### config.mk
export PLATFORM = sky130hd
export DESIGN_NAME = fetch_unit_flat
export DESIGN_NICKNAME = d
export VERILOG_FILES = /design/src/rtl/fetch_unit_pkg.sv /design/src/rtl/fetch_unit_if.sv /design/src/rtl/fetch_unit.sv /design/src/flat_wrapper.sv
export SDC_FILE = /design/constraint.sdc
export NUM_CORES = 1
export LEC_CHECK = 0
export ABC_AREA = 1
export ABC_CLOCK_PERIOD_IN_PS = 1700
export CAP_MARGIN = 10
export CORE_MARGIN = 8
export CORE_UTILIZATION = 46
export DETAILED_ROUTE_END_ITERATION = 10
export HOLD_SLACK_MARGIN = 0.02
export PLACE_DENSITY = 0.77
export SKIP_LAST_GASP = 1
export SYNTH_ARGS = -nofsm -noshare
export SYNTH_HDL_FRONTEND = slang
export SYNTH_SLANG_ARGS = --single-unit
### constraint.sdc
create_clock -name clk -period 1.7 [get_ports clk]
set_clock_uncertainty 0.1 [all_clocks]
set_input_delay 0.255 -clock clk [delete_from_list [all_inputs] [get_ports clk]]
set_output_delay 0.255 -clock clk [all_outputs]
set_load 0.01 [all_outputs]
### src/rtl/fetch_unit_pkg.sv
// Shared CPU definitions for the instruction fetch path: FSM state encoding,
// PC step and address alignment helper.
package fetch_unit_pkg;

   typedef enum logic [1:0] {
      ST_REQ  = 2'd0,
      ST_DROP = 2'd1,
      ST_HOLD = 2'd2
   } fetch_state_e;

   localparam logic [31:0] PC_INC = 32'd4;

   function automatic logic [31:0] word_align(input logic [31:0] addr);
      return addr & ~32'd3;
   endfunction

endpackage

### src/rtl/fetch_unit_if.sv
// Fetch unit bus bundle: branch redirect, instruction-memory read port and
// decode handoff. The master side is the fetch unit itself.
interface fetch_unit_if;
   logic        i_FetchUnit_redirect;
   logic [31:0] i_FetchUnit_redirectPc;
   logic        o_FetchUnit_memReq;
   logic [31:0] o_FetchUnit_memAddr;
   logic        i_FetchUnit_memAck;
   logic [31:0] i_FetchUnit_memData;
   logic        o_FetchUnit_valid;
   logic [31:0] o_FetchUnit_instr;
   logic [31:0] o_FetchUnit_pc;
   logic        i_FetchUnit_ready;

   modport master (
      input  i_FetchUnit_redirect, i_FetchUnit_redirectPc,
      input  i_FetchUnit_memAck, i_FetchUnit_memData, i_FetchUnit_ready,
      output o_FetchUnit_memReq, o_FetchUnit_memAddr,
      output o_FetchUnit_valid, o_FetchUnit_instr, o_FetchUnit_pc
   );

   modport slave (
      output i_FetchUnit_redirect, i_FetchUnit_redirectPc,
      output i_FetchUnit_memAck, i_FetchUnit_memData, i_FetchUnit_ready,
      input  o_FetchUnit_memReq, o_FetchUnit_memAddr,
      input  o_FetchUnit_valid, o_FetchUnit_instr, o_FetchUnit_pc
   );
endinterface

### src/rtl/fetch_unit.sv
// Single-entry instruction fetch unit: issues one word-aligned read at a time,
// buffers the result for decode and handles branch redirects mid-request.
import fetch_unit_pkg::*;

module fetch_unit #(
   parameter logic [31:0] RESET_PC = 32'h0000_0000
) (
   input  logic          clk,
   input  logic          rst_n,
   fetch_unit_if.master  fu
);

   fetch_state_e state_q, state_d;
   logic [31:0]  pc_q, pc_d;
   logic [31:0]  pending_q, pending_d;
   logic         valid_q, valid_d;
   logic [31:0]  instr_q, instr_d;
   logic [31:0]  out_pc_q, out_pc_d;
   logic         mem_req_q, mem_req_d;

   logic         ack_eff;
   logic [31:0]  redir_pc;

   // An ack only counts against a request that is actually on the bus.
   assign ack_eff  = fu.i_FetchUnit_memAck && mem_req_q;
   assign redir_pc = word_align(fu.i_FetchUnit_redirectPc);

   always_comb begin
      state_d   = state_q;
      pc_d      = pc_q;
      pending_d = pending_q;
      valid_d   = valid_q;
      instr_d   = instr_q;
      out_pc_d  = out_pc_q;
      unique case (state_q)
         ST_REQ: begin
            if (ack_eff) begin
               if (fu.i_FetchUnit_redirect) begin
                  pc_d = redir_pc;
               end else begin
                  instr_d  = fu.i_FetchUnit_memData;
                  out_pc_d = pc_q;
                  pc_d     = pc_q + PC_INC;
                  valid_d  = 1'b1;
                  state_d  = ST_HOLD;
               end
            end else if (fu.i_FetchUnit_redirect) begin
               // Nothing on the bus yet (first cycle after reset): retarget directly.
               if (mem_req_q) begin
                  pending_d = redir_pc;
                  state_d   = ST_DROP;
               end else begin
                  pc_d = redir_pc;
               end
            end
         end
         ST_DROP: begin
            if (ack_eff) begin
               pc_d    = fu.i_FetchUnit_redirect ? redir_pc : pending_q;
               state_d = ST_REQ;
            end else if (fu.i_FetchUnit_redirect) begin
               pending_d = redir_pc;
            end
         end
         ST_HOLD: begin
            if (fu.i_FetchUnit_redirect) begin
               valid_d = 1'b0;
               pc_d    = redir_pc;
               state_d = ST_REQ;
            end else if (fu.i_FetchUnit_ready) begin
               valid_d = 1'b0;
               state_d = ST_REQ;
            end
         end
         default: begin
            state_d = ST_REQ;
         end
      endcase
      mem_req_d = (state_d != ST_HOLD);
   end

   always_ff @(posedge clk or negedge rst_n) begin
      if (!rst_n) begin
         state_q   <= ST_REQ;
         pc_q      <= word_align(RESET_PC);
         pending_q <= 32'd0;
         valid_q   <= 1'b0;
         instr_q   <= 32'd0;
         out_pc_q  <= 32'd0;
         mem_req_q <= 1'b0;
      end else begin
         state_q   <= state_d;
         pc_q      <= pc_d;
         pending_q <= pending_d;
         valid_q   <= valid_d;
         instr_q   <= instr_d;
         out_pc_q  <= out_pc_d;
         mem_req_q <= mem_req_d;
      end
   end

   assign fu.o_FetchUnit_memReq  = mem_req_q;
   assign fu.o_FetchUnit_memAddr = pc_q;
   assign fu.o_FetchUnit_valid   = valid_q;
   assign fu.o_FetchUnit_instr   = instr_q;
   assign fu.o_FetchUnit_pc      = out_pc_q;

endmodule

### src/flat_wrapper.sv
// flat-port wrapper written by rule: the top's interface ports become plain ports
module fetch_unit_flat 
#(
   parameter logic [31:0] RESET_PC = 32'h0000_0000
)
  (clk, rst_n, fu_i_FetchUnit_redirect, fu_i_FetchUnit_redirectPc, fu_i_FetchUnit_memAck, fu_i_FetchUnit_memData, fu_i_FetchUnit_ready, fu_o_FetchUnit_memReq, fu_o_FetchUnit_memAddr, fu_o_FetchUnit_valid, fu_o_FetchUnit_instr, fu_o_FetchUnit_pc);
  fetch_unit_if fu_i ();
  input  logic clk;
  input  logic rst_n;
  input wire logic [$bits(fu_i.i_FetchUnit_redirect)-1:0] fu_i_FetchUnit_redirect;
  input wire logic [$bits(fu_i.i_FetchUnit_redirectPc)-1:0] fu_i_FetchUnit_redirectPc;
  input wire logic [$bits(fu_i.i_FetchUnit_memAck)-1:0] fu_i_FetchUnit_memAck;
  input wire logic [$bits(fu_i.i_FetchUnit_memData)-1:0] fu_i_FetchUnit_memData;
  input wire logic [$bits(fu_i.i_FetchUnit_ready)-1:0] fu_i_FetchUnit_ready;
  output wire logic [$bits(fu_i.o_FetchUnit_memReq)-1:0] fu_o_FetchUnit_memReq;
  output wire logic [$bits(fu_i.o_FetchUnit_memAddr)-1:0] fu_o_FetchUnit_memAddr;
  output wire logic [$bits(fu_i.o_FetchUnit_valid)-1:0] fu_o_FetchUnit_valid;
  output wire logic [$bits(fu_i.o_FetchUnit_instr)-1:0] fu_o_FetchUnit_instr;
  output wire logic [$bits(fu_i.o_FetchUnit_pc)-1:0] fu_o_FetchUnit_pc;
  assign fu_i.i_FetchUnit_redirect = fu_i_FetchUnit_redirect;
  assign fu_i.i_FetchUnit_redirectPc = fu_i_FetchUnit_redirectPc;
  assign fu_i.i_FetchUnit_memAck = fu_i_FetchUnit_memAck;
  assign fu_i.i_FetchUnit_memData = fu_i_FetchUnit_memData;
  assign fu_i.i_FetchUnit_ready = fu_i_FetchUnit_ready;
  assign fu_o_FetchUnit_memReq = fu_i.o_FetchUnit_memReq;
  assign fu_o_FetchUnit_memAddr = fu_i.o_FetchUnit_memAddr;
  assign fu_o_FetchUnit_valid = fu_i.o_FetchUnit_valid;
  assign fu_o_FetchUnit_instr = fu_i.o_FetchUnit_instr;
  assign fu_o_FetchUnit_pc = fu_i.o_FetchUnit_pc;
  fetch_unit #(.RESET_PC(RESET_PC)) u_core (.clk(clk), .rst_n(rst_n), .fu(fu_i));
endmodule
* Word level (Yosys, flattened, before mapping) *
Cells that the tools add are included.

cells by class
  add/subtract/negate cells = 1
  equal/unequal tests = 14
  multiplexer cells = 26
  bitwise logic cells = 1
  reduce and logical (&&, ||, !) cells = 9

operator list
  cell                                                                     count
  32-bit two-way mux                                                       11
  32-bit one-hot mux with 3 select lines                                   1
  32-bit one-hot mux with 2 select lines                                   1
  32-bit by 3-bit adder with 32-bit output, second input constant          1
  2-bit two-way mux                                                        7
  2-bit inequality test, second input constant                             6
  5-bit AND reduction                                                      2
  2-bit by 1-bit inequality test with 1-bit output, second input constant  3
  3-bit inequality test, second input constant                             2
  2-bit one-hot mux with 3 select lines                                    1
  1-bit two-way mux                                                        4
  4-bit AND reduction                                                      1
  2-bit nonzero test                                                       2
  3-bit by 2-bit inequality test with 1-bit output, second input constant  1
  3-bit AND reduction                                                      1
  3-bit nonzero test                                                       1
  2-bit by 1-bit == test with 1-bit output, second input constant          1
  2-bit == test, second input constant                                     1
  2-bit zero test                                                          1
  1-bit one-hot mux with 2 select lines                                    1
  1-bit logical AND                                                        1
  1-bit inverter                                                           1

word-level totals
  register bits after elaboration = 132
  input port bits = 69
  output and inout port bits = 98
  logic and storage cells = 58

* Longest topological paths before layout *
  depth in word-level cells = 5
  gate-level depth with buffers = 11
  depth with buffers taken out = 11

* Worst setup path after synthesis *
Ideal clock, no wire load.

  path kind = register to register
  start = register u_core.state_q[0]
  end = register u_core.instr_q[22] (netlist: u_core.fu.o_FetchUnit_instr[22])
  data arrival time = 1.556 ns
  data required time = 1.475 ns
  setup slack = -0.080 ns
  cell stages (with the launch flop) = 9
  cells stage by stage = dfrtp_1 > inv_1 > ha_1 > inv_1 > nor2_4 > nand2_1 > buf_2 > buf_6 > mux2_2

between the ends
  cells in the longest elaborated chain, start to end = 2

ends and longest elaborated chain
  element                        RTL line          source
  start: declaration             fetch_unit.sv:13  fetch_state_e state_q, state_d;
  start signal: assignment       fetch_unit.sv:92  state_q <= state_d;
  2-bit zero test                fetch_unit.sv:35  unique case (state_q)
  3-bit AND reduction (no line)  n/a
  end signal: assignment         fetch_unit.sv:96  instr_q <= instr_d;
  end: declaration               fetch_unit.sv:17  logic [31:0] instr_q, instr_d;

Every way passes these cells.
A chain may end at the register's enable or synchronous reset.

* Worst setup path after layout *
  start = register u_core.state_q[0]
  end = register u_core.pc_q[2] (netlist: u_core.fu.o_FetchUnit_memAddr[2])

between the ends
  cells in the longest elaborated chain, start to end = 3
  elaborated cells on any way between the ends = 10
  classes of those cells = 6 x eq/ne; 1 x mux; 3 x reduce/logical

ends and longest elaborated chain
  element                                                                                   RTL line          source
  2-bit by 1-bit == test with 1-bit output, or another cell as far along                    fetch_unit.sv:35
  2-bit by 1-bit inequality test with 1-bit output (no line), or another cell as far along  n/a
  5-bit AND reduction (no line)                                                             n/a
  end signal: assignment                                                                    fetch_unit.sv:85  pc_q <= word_align(RESET_PC);
  end signal: assignment                                                                    fetch_unit.sv:93  pc_q <= pc_d;
  end: declaration                                                                          fetch_unit.sv:14  logic [31:0] pc_q, pc_d;

Parallel ways exist; a longest one is shown, timed or not.

==> impl_metrics.ini <==
[routing]
wl_per_cell_um = 17.5
drt-total-wl_um = 25000
drtIter0Drc = 902
ant_nets = 0
vias = 7746
via_per_inst = 5.43
drt-pass1-iter-count = 5
drcViolationCount = 0

[timing]
period_needed_ps = 1900
slew_headroom_pct = 74.2
period_share_pct = 112
whs_ps = 165
tightest_slew_ps = 387
fin_ws_ps = -201
max_freq_mhz = 526
drv_slew = 0
rsz0062_at_grt = yes
final-hold-violation-count = 0
setup_viol = 114

[final_layout]
nets = 1277
syn_to_final_growth_pct = 54.9
antenna_cells = 0
n_fill_cell = 1064
stdcell_count = 1426
multiInputGateArea_um2 = 3590
layout-drive-gt1-share_pct = 22.0
seq_area_um2 = 3310

[placement]
place_ws_ps = -290
dp_cells = 1375
globalplace.congestion = 0.916
numPortBuffers = 164
hpwl_um = 17100

[die]
io_pins = 167
core_area_um2 = 15300
dieArea_um2 = 19900
die_y_um = 141
die_w_um = 141
start_util_pct = 47.2
rows = 45

[pwr]
swShare_pct = 40.6
p_sw_mw = 9.32
p_seq_share_pct = 25.2
power.internal_mw = 13.7
p_leak_nw = 5.30
ir_drop_uv = 983
clock_power_share_pct = 16.3
combPwrFrac_pct = 58.5
power.density_nw_per_um2 = 2060

[worst_setup_path]
r2r_start = u_core.state_q[0]
endpoint_kind = flop
cpLargestDelayFamily = buffers and inverters
critPathLaunch = u_core.state_q[0]
path_max_fanout = 6
crit_path_start_kind = flop
required_ps = 1900
cp_num_buf_inv = 3
cp.arrival_ps = 2100
crit_path_top_delay_cell = dfrtp_1
crit_chain = buf_6 > ha_4 > inv_2 > nand2_2 > nor3_4 > nand2_4 > bufbuf_16 > a21oi_1 > a22oi_1
crit_type = reg2reg
slowest_delay_ps = 420

[yosys]
postSynthCellCount = 936
ys_seq_area_share_pct = 45.8
synth-seq-cells = 132
ys_warn_count = 0
yosysTopAreaCellShare_pct = 45.8
synth_cell_types = 32
synthTopCellsByArea = dfrtp_1, nand2_1, a21oi_1, nor2_1, o21ai_0
synthArstFlopShare_pct = 100
synth_common_cells = nand2_1, dfrtp_1, nor2_1
synth_area_per_cell_um2 = 7.70
synth-edff-count = 0
syn_nets = 1010
yosys.area.top_type = dfrtp_1
yosysMostFrequentCell = nand2_1
syn_area_um2 = 7210
synthFlopType = dfrtp_1

[cts]
clk_latency_ps = 420
clockRootBuffer = clkbuf_16
clkSlewWorstSetupHoldPaths_ps = 60
htreeDepth = 4
clock_path_buffers = 2
cts.sinks = 132
cts_tree = built
cts_made_buffers = 17

[global_route]
overflow = 0
first_global_vias = 7551
grt_pass1_wl_um = 39000
grt_start_max_net_pins = 43
grt.total_usage_pct = 24.4
antenna_found_initial = 0

[min_path]
hp-class = in2reg
hp-start = fu_i_FetchUnit_redirect

[job]
cap_violations = 0

[outcome]
violations = setup timing
outcome = finished with violations
power groups by stage:
| stage | clock network, mW | logic, mW | registers [mW] |
|---|---|---|---|
| finish | 3.75 | 13.5 | 5.79 |
| global route | 3.91 | 14.5 | 5.96 |
| CTS | 3.74 | 12.9 | 5.74 |
| detailed placement | 0 | 11.4 | 5.79 |
| global placement | 0 | 11.1 | 5.73 |
| floorplan | 0 | 5.39 | 6.21 |
path summary, 6_finish.rpt:
| path | end | slack, ps | depth (start not counted) |
|---|---|---|---|
| worst max register to register | u_core.fu.o_FetchUnit_memAddr[2] | -200 | 9 |
| worst min register to register | u_core.fu.o_FetchUnit_pc[7] | 380 | 2 |
| worst min-delay path | u_core.pending_q[0] | 170 | 4 |
| worst max-delay path | u_core.fu.o_FetchUnit_memAddr[2] | -200 | 9 |
| max in group asynchronous | u_core.fu.o_FetchUnit_memAddr[23] | 740 | 3 |
| min in group asynchronous | u_core.fu.o_FetchUnit_instr[2] | 210 | 2 |
cell usage in the layout, fill, tap and decap left out, types with 20 or more instances in the layout:
| master | instances |
|---|---|
| a21oi_1 | 100 |
| a31oi_1 | 29 |
| buf_12 | 20 |
| buf_4 | 100 |
| clkdlybuf4s50_1 | 106 |
| dfrtp_1 | 125 |
| dlygate4sd2_1 | 34 |
| dlymetal6s2s_1 | 22 |
| inv_1 | 74 |
| mux2_2 | 27 |
| nand2_1 | 204 |
| nand3_1 | 37 |
| nor2_1 | 113 |
| o21ai_0 | 61 |
cells by family (layout without fill, tap and decap cells):
logic type | after synthesis | in the layout | synth area share (%)
AND/OR/NAND/NOR | 384 | 384 | 21.3
AO/OA/AOI/OAI | 239 | 239 | 17.7
buffers and inverters | 134 | 413 | 7.91
flip-flops | 132 | 132 | 45.8
multiplexers | 36 | 36 | 5.62
XOR/XNOR | 6 | 6 | 0.729
adder cells (fa/ha/maj) | 5 | 5 | 0.868
per-stage QoR:
stage / area [um^2] / power (mW) / util [%] / setup TNS [ps]
detailed placement: 9930 / 17.2 / 65.1 / -22190
finish: 11200 / 23.0 / 73.2 / -9530
global route: 11200 / 24.4 / 73.2 / -20290
floorplan: 7210 / 11.6 / - / -276
CTS: 11000 / 22.4 / 72.0 / -7480
global placement: 9930 / 16.9 / 65.1 / -16880
cell type report:
| class | count | area share [%] |
|---|---|---|
| inverters | 84 | 2.96 |
| clock buffers | 24 | 4.49 |
| repair buffers | 298 | 27.6 |
| multi-input cells | 670 | 32.1 |
| flip-flops and latches | 132 | 29.7 |
| clock inverters | 7 | 0.851 |
| well taps | 211 | 2.36 |
flip-flops by register name, summed over array words and instances, names as in the netlist:
register and flops:
u_core.fu.o_FetchUnit_instr 32, u_core.state_q 2, u_core.fu.o_FetchUnit_valid 1, u_core.fu.o_FetchUnit_pc 32
u_core.pending_q 32, u_core.fu.o_FetchUnit_memReq 1, u_core.fu.o_FetchUnit_memAddr 32
what timing repair did:
| item | CTS | global route |
|---|---|---|
| setup buffers | 11 | 2 |
| gates cloned | 6 | 1 |
| pin swaps | 13 | 17 |
| hold buffers | 1 | 0 |
| setup endpoints to repair | 120 | 151 |
| resized for setup | 99 | 61 |
| hold endpoints to repair | 118 | 0 |
worst reg2reg max path, stage by stage (launching register included):
cell	delay, ps
dfrtp_1	420
buf_6	140
ha_4	150
inv_2	50
nand2_2	60
nor3_4	210
nand2_4	140
bufbuf_16	300
a21oi_1	120
a22oi_1	90
routing by layer:
| metal | up-vias | routed length, um | GRT usage (%) |
|---|---|---|---|
| li1 | 3632 | - | - |
| met1 | 3635 | 10300 | 30.9 |
| met2 | 407 | 11700 | 38.6 |
| met3 | 72 | 2080 | 6.18 |
| met4 | 0 | 973 | 11.4 |
| met5 | - | 0 | 0 |
No activity file was read; power rests on OpenSTA's default activity.
